### config.mk
export PLATFORM = sky130hd
export DESIGN_NAME = wb_console
export DESIGN_NICKNAME = d
export VERILOG_FILES = /design/src/rtl/wb_console.sv
export SDC_FILE = /design/constraint.sdc
export NUM_CORES = 1
export LEC_CHECK = 0
export ABC_CLOCK_PERIOD_IN_PS = 5100
export CAP_MARGIN = 20
export CORE_MARGIN = 1
export CORE_UTILIZATION = 38
export DETAILED_ROUTE_END_ITERATION = 8
export PLACE_DENSITY = 0.71
export RECOVER_POWER = 25
export SYNTH_ARGS = -nofsm -noshare
export SYNTH_HDL_FRONTEND = slang
export SYNTH_SLANG_ARGS = --single-unit
export TNS_END_PERCENT = 1
### constraint.sdc
create_clock -name clk -period 5.1 [get_ports clk]
set_input_delay 1.53 -clock clk [delete_from_list [all_inputs] [get_ports clk]]
set_output_delay 1.53 -clock clk [all_outputs]
set_load 0.05 [all_outputs]
### src/rtl/wb_console.sv
// wb_console: Wishbone slave feeding a byte-wide TX FIFO, with a status register and registered termination.
//   Parameters: DATA_WIDTH (bus width, multiple of 32), ADDR_WIDTH (byte address width),
//               FIFO_DEPTH (TX entries, power of 2, 2..128).
//   Ports: clk, rst (sync active-high); Wishbone slave adr_i/dat_i/dat_o/we_i/sel_i/stb_i/cyc_i,
//          ack_o/err_o/rty_o; byte stream tx_data_o/tx_valid_o/tx_ready_i.
//   Macro WB_CONSOLE_RTY_EN: a TXDATA push to a full FIFO terminates with rty_o instead of stalling.
module wb_console #(
  parameter int DATA_WIDTH = 128,
  parameter int ADDR_WIDTH = 16,
  parameter int FIFO_DEPTH = 16
) (
  input  logic                    clk,
  input  logic                    rst,
  input  logic [ADDR_WIDTH-1:0]   adr_i,
  input  logic [DATA_WIDTH-1:0]   dat_i,
  output logic [DATA_WIDTH-1:0]   dat_o,
  input  logic                    we_i,
  input  logic [DATA_WIDTH/8-1:0] sel_i,
  input  logic                    stb_i,
  input  logic                    cyc_i,
  output logic                    ack_o,
  output logic                    err_o,
  output logic                    rty_o,
  output logic [7:0]              tx_data_o,
  output logic                    tx_valid_o,
  input  logic                    tx_ready_i
);
  localparam int PW = $clog2(FIFO_DEPTH);
  localparam int CW = PW + 1;
`ifdef WB_CONSOLE_RTY_EN
  localparam bit RTY = 1'b1;
`else
  localparam bit RTY = 1'b0;
`endif
  logic [7:0]            mem_q [FIFO_DEPTH];
  logic [PW-1:0]         wptr_q, rptr_q;
  logic [CW-1:0]         count_q;
  logic                  pend_q;
  logic [7:0]            pend_dat_q;
  logic                  ack_q, err_q, rty_q;
  logic [DATA_WIDTH-1:0] dat_q, status;
  logic                  full, accept, bad, tx_wr, pop, pend_go, push;
  logic [7:0]            push_dat;
  logic                  unused;
  assign unused = ^{sel_i[DATA_WIDTH/8-1:1], dat_i[DATA_WIDTH-1:8], adr_i[3:0]};
  assign full = count_q == CW'(FIFO_DEPTH);
  // A new request is only taken while no termination is on the bus and no stalled write is parked.
  assign accept = cyc_i & stb_i & ~(ack_q | err_q | rty_q) & ~pend_q;
  assign bad = |adr_i[ADDR_WIDTH-1:5];
  assign tx_wr = accept & ~bad & ~adr_i[4] & we_i & sel_i[0];
  assign pop = (count_q != '0) & tx_ready_i;
  // A parked write completes once the registered count shows room; dropping cyc_i abandons it.
  assign pend_go = pend_q & cyc_i & ~full;
  assign push = (tx_wr & ~full) | pend_go;
  assign push_dat = pend_q ? pend_dat_q : dat_i[7:0];
  assign status = DATA_WIDTH'({full, count_q == '0, 8'(count_q)});
  assign dat_o = dat_q;
  assign ack_o = ack_q;
  assign err_o = err_q;
  assign rty_o = rty_q;
  assign tx_valid_o = count_q != '0;
  assign tx_data_o = mem_q[rptr_q];
  always_ff @(posedge clk)
    if (push) mem_q[wptr_q] <= push_dat;
  always_ff @(posedge clk) begin
    if (rst) begin
      wptr_q     <= '0;
      rptr_q     <= '0;
      count_q    <= '0;
      pend_q     <= 1'b0;
      pend_dat_q <= '0;
      ack_q      <= 1'b0;
      err_q      <= 1'b0;
      rty_q      <= 1'b0;
      dat_q      <= '0;
    end else begin
      ack_q      <= (accept & ~bad & ~(tx_wr & full)) | pend_go;
      err_q      <= accept & bad;
      rty_q      <= RTY & tx_wr & full;
      pend_q     <= ~RTY & ((pend_q & cyc_i & full) | (tx_wr & full));
      pend_dat_q <= (tx_wr & full) ? dat_i[7:0] : pend_dat_q;
      dat_q      <= (accept & ~bad & adr_i[4] & ~we_i) ? status : '0;
      wptr_q     <= push ? wptr_q + 1'b1 : wptr_q;
      rptr_q     <= pop ? rptr_q + 1'b1 : rptr_q;
      count_q    <= count_q + CW'(push) - CW'(pop);
    end
  end
endmodule

==> impl_metrics.tcl <==
set metrics [dict create \
    r2r-end "count_q[4]$_SDFF_PP0_" \
    critPathSlowestCell "clkdlybuf4s50_1" \
    path_cells "buf_12, mux4_2, mux4_2, clkdlybuf4s50_1" \
    worst_pin_slew_ps 1390 \
    r2r_setup_slack_ps 1910 \
    gp_congestion 0.716 \
    fin_setup_tns_ps 0 \
    placed_area_sq_um 7990 \
    p_per_area_nw_per_um2 421 \
    layout.cells.non_filler 839 \
    synth.ff_latch_count 163 \
    setup_slack_ps 717 \
    diodes 0 \
    clockBufferDepth 2 \
    portBuffers 44 \
    clk_pin_slew_worst_paths_ps 60 \
    wl_met2_um 6650 \
    final_util_pct 43.8 \
    drt_wl_total_um 13400 \
    ant_nets 0 \
    drive_gt1_share_pct 18.5 \
    final-hold-violation-count 0 \
    clk_latency_ps 430 \
    cts_tree "yes" \
    final_nets 739 \
    dp_hpwl_um 9030 \
    cp_max_fo 32 \
    netlist_top_cells_area "edfxtp_1 51%, buf_4 12%, mux4_2 12%" \
    reg2regPathDepth 12 \
    crit_path_max_incr_delay_ps 720 \
    p_leak_nw 2.96 \
    path_class "reg2out" \
    ctsResizeCount 0 \
    status "finished clean" \
    ctsHoldBuffers 0 \
    antenna_found_initial 0 \
    crit_path_end_kind "output port" \
    slew_violations 0 \
    maxCapViolCount 0 \
    die_x_um 143 \
    overflow 0 \
    pin_count 306 \
    grtUsageTotal_pct 14.1 \
    synth_top_area_share_pct 50.5 \
    final_cell_area_sq_um 8540 \
    grt_pass1_vias 3841 \
    dr.max_layer_used "met4" \
    drt-vias-per-instance 4.66 \
    die_area_sq_um 20600 \
    synth_top_cell_by_area "edfxtp_1" \
    irDropWorstVdd_v 0.000267 \
    met1_length_um 5590 \
    finalCritPeriodShare_pct 85.9 \
    syn_inst 502 \
    arrival_ps 2850 \
    min_period_ps 4380 \
    cts_setup_buffers 0 \
    grt_pass1_wl_um 21200 \
    synth_cell_types 48 \
    drt_iter0_drc 225 \
    yosysSeqAreaShare_pct 59.7 \
    met3_length_um 859 \
    regToRegStartpoint "pend_q$_SDFF_PP0_" \
    rows 51 \
    grt_start_max_net_pins 33 \
    drc 0 \
    min_to "pend_dat_q[2]$_SDFFE_PP0P_" \
    setup_viol 0 \
    fin_worst_skew_ps 7.24 \
    start_kind "flip-flop" \
    ys.flop_type "edfxtp_1" \
    ys_warn_count 0 \
    wire_per_inst_um 16.0 \
    root_buffer "clkbuf_16" \
    h-tree-depth 4 \
    async_flop_share_pct 0 \
    vias 3907 \
    fp.dieH_um 143 \
    critical_path.most_common_cell "mux4_2" \
    syn-mean-instance-area_sq_um 15.2 \
    syn-cell-area_sq_um 7610 \
    synthToLayoutAreaGrowth_pct 12.3 \
    synth_edf_count 128 \
    max_freq_mhz 228 \
    hp-start "pend_dat_q[2]$_SDFFE_PP0P_" \
    cts_inserted_buffers 17 \
    grt_setup_unrepaired "no" \
    max-slew-margin-rel_pct 7.01 \
    dpl.cell_count 807 \
    dpl_worst_slack_ps 548 \
    cp.required_ps 3570 \
    first_pass_iters 4 \
    clock_sinks 163 \
    holdPathStages 2 \
    initial_utilization_pct 39.0 \
    hold_path_class "reg2reg" \
    core_sq_um 19500 \
]
## cells in the final DEF, fill, tap and decap left out, drive strengths merged, types with 2 or more instances in the layout
cell | netlist | final
a21oi | 13 | 13
and2 | 6 | 6
clkinv | 0 | 6
clkbuf | 12 | 25
nand2 | 7 | 7
or4b | 2 | 2
nor3 | 5 | 5
and3 | 2 | 2
o21ai | 9 | 9
mux4 | 40 | 40
conb | 1 | 122
nor4b | 5 | 5
xor2 | 4 | 4
nor3b | 14 | 14
dfxtp | 35 | 35
dlygate4sd3 | 0 | 6
nand3 | 18 | 18
mux2 | 9 | 9
nor4 | 5 | 5
edfxtp | 128 | 128
buf | 129 | 15
ha | 11 | 11
a21o | 2 | 2
clkdlybuf4s50 | 0 | 38
nand2b | 4 | 4
nor2 | 10 | 10
inv | 12 | 13
nor2b | 5 | 5
## flip-flops by register name, indices dropped and copies added, names as in the netlist, named ones only
name        flops
ack_o           1
count_q         5
dat_o           7
err_o           1
mem_q         128
pend_dat_q      8
pend_q          1
rptr_q          4
wptr_q          4
## through the flow
| step | power (mW) | hold WS [ps] |
|---|---|---|
| 2_1_floorplan | 2.31 | 446 |
| 3_3_place_gp | 2.41 | 454 |
| 3_5_place_dp | 2.44 | 462 |
| 4_1_cts | 3.63 | 472 |
| 5_1_grt | 3.75 | 493 |
| 6_report | 3.60 | 473 |
## metal layers
layer,track usage (%),vias up
li1,-,1749
met1,17.5,1977
met2,23.0,165
met3,4.23,16
met4,5.71,0
met5,0,-
## layout make-up
cell class,instances,area (sq um)
Clock buffer,24,482
Clock inverter,8,80.1
Fill cell,1711,11000
Inverter,12,45.0
Multi-Input combinational cell,307,2490
Sequential cell,163,4550
Tap cell,265,332
Timing Repair Buffer,60,569
## power by group
group          switching [mW]  internal [mW]
Sequential             0.0335           1.46
Clock                   0.483          0.711
Combinational           0.569          0.338
## cell usage after synthesis, types with 2 or more instances
library cell,n
dfxtp_1,35
inv_1,12
buf_2,3
o21ai_0,9
mux4_2,40
nand2_1,7
nor3_1,5
ha_1,11
buf_1,3
mux2_2,9
xor2_1,4
clkbuf_1,12
a21oi_1,12
nand3_1,18
nor4_1,2
nor3b_2,9
nor4b_1,4
and2_1,6
and3_1,2
buf_4,122
nor2b_1,5
nor3b_1,5
a21o_1,2
nor2_1,10
nor4_4,2
edfxtp_1,128
nand2b_1,4
## worst max-delay path by stage
stage | endpoint | cells after the start
2_1_floorplan | count_q[4]$_SDFF_PP0_ | 13
3_3_place_gp | count_q[4]$_SDFF_PP0_ | 13
3_5_place_dp | count_q[4]$_SDFF_PP0_ | 13
4_1_cts | tx_data_o[0] | 4
5_1_grt | tx_data_o[1] | 4
6_report | tx_data_o[0] | 4
## cell families after synthesis
kind of cell    count (synthesis)  share of synthesized area [%]
other cells                     1                         0.0493
simple gates                   89                           8.27
mux                            50                           13.3
compound gates                 29                           2.25
flops                         163                           59.7
buf+inv                       153                           13.7
xor+xnor                        5                          0.576
fa+ha+maj                      12                           2.07
## worst max-delay path: cells and delay by family (launching register included)
family,cells,cell delay (ps)
buffers and inverters,2,970
muxes,2,1090
DFF,1,340
Power figures use the tool's default switching activity.
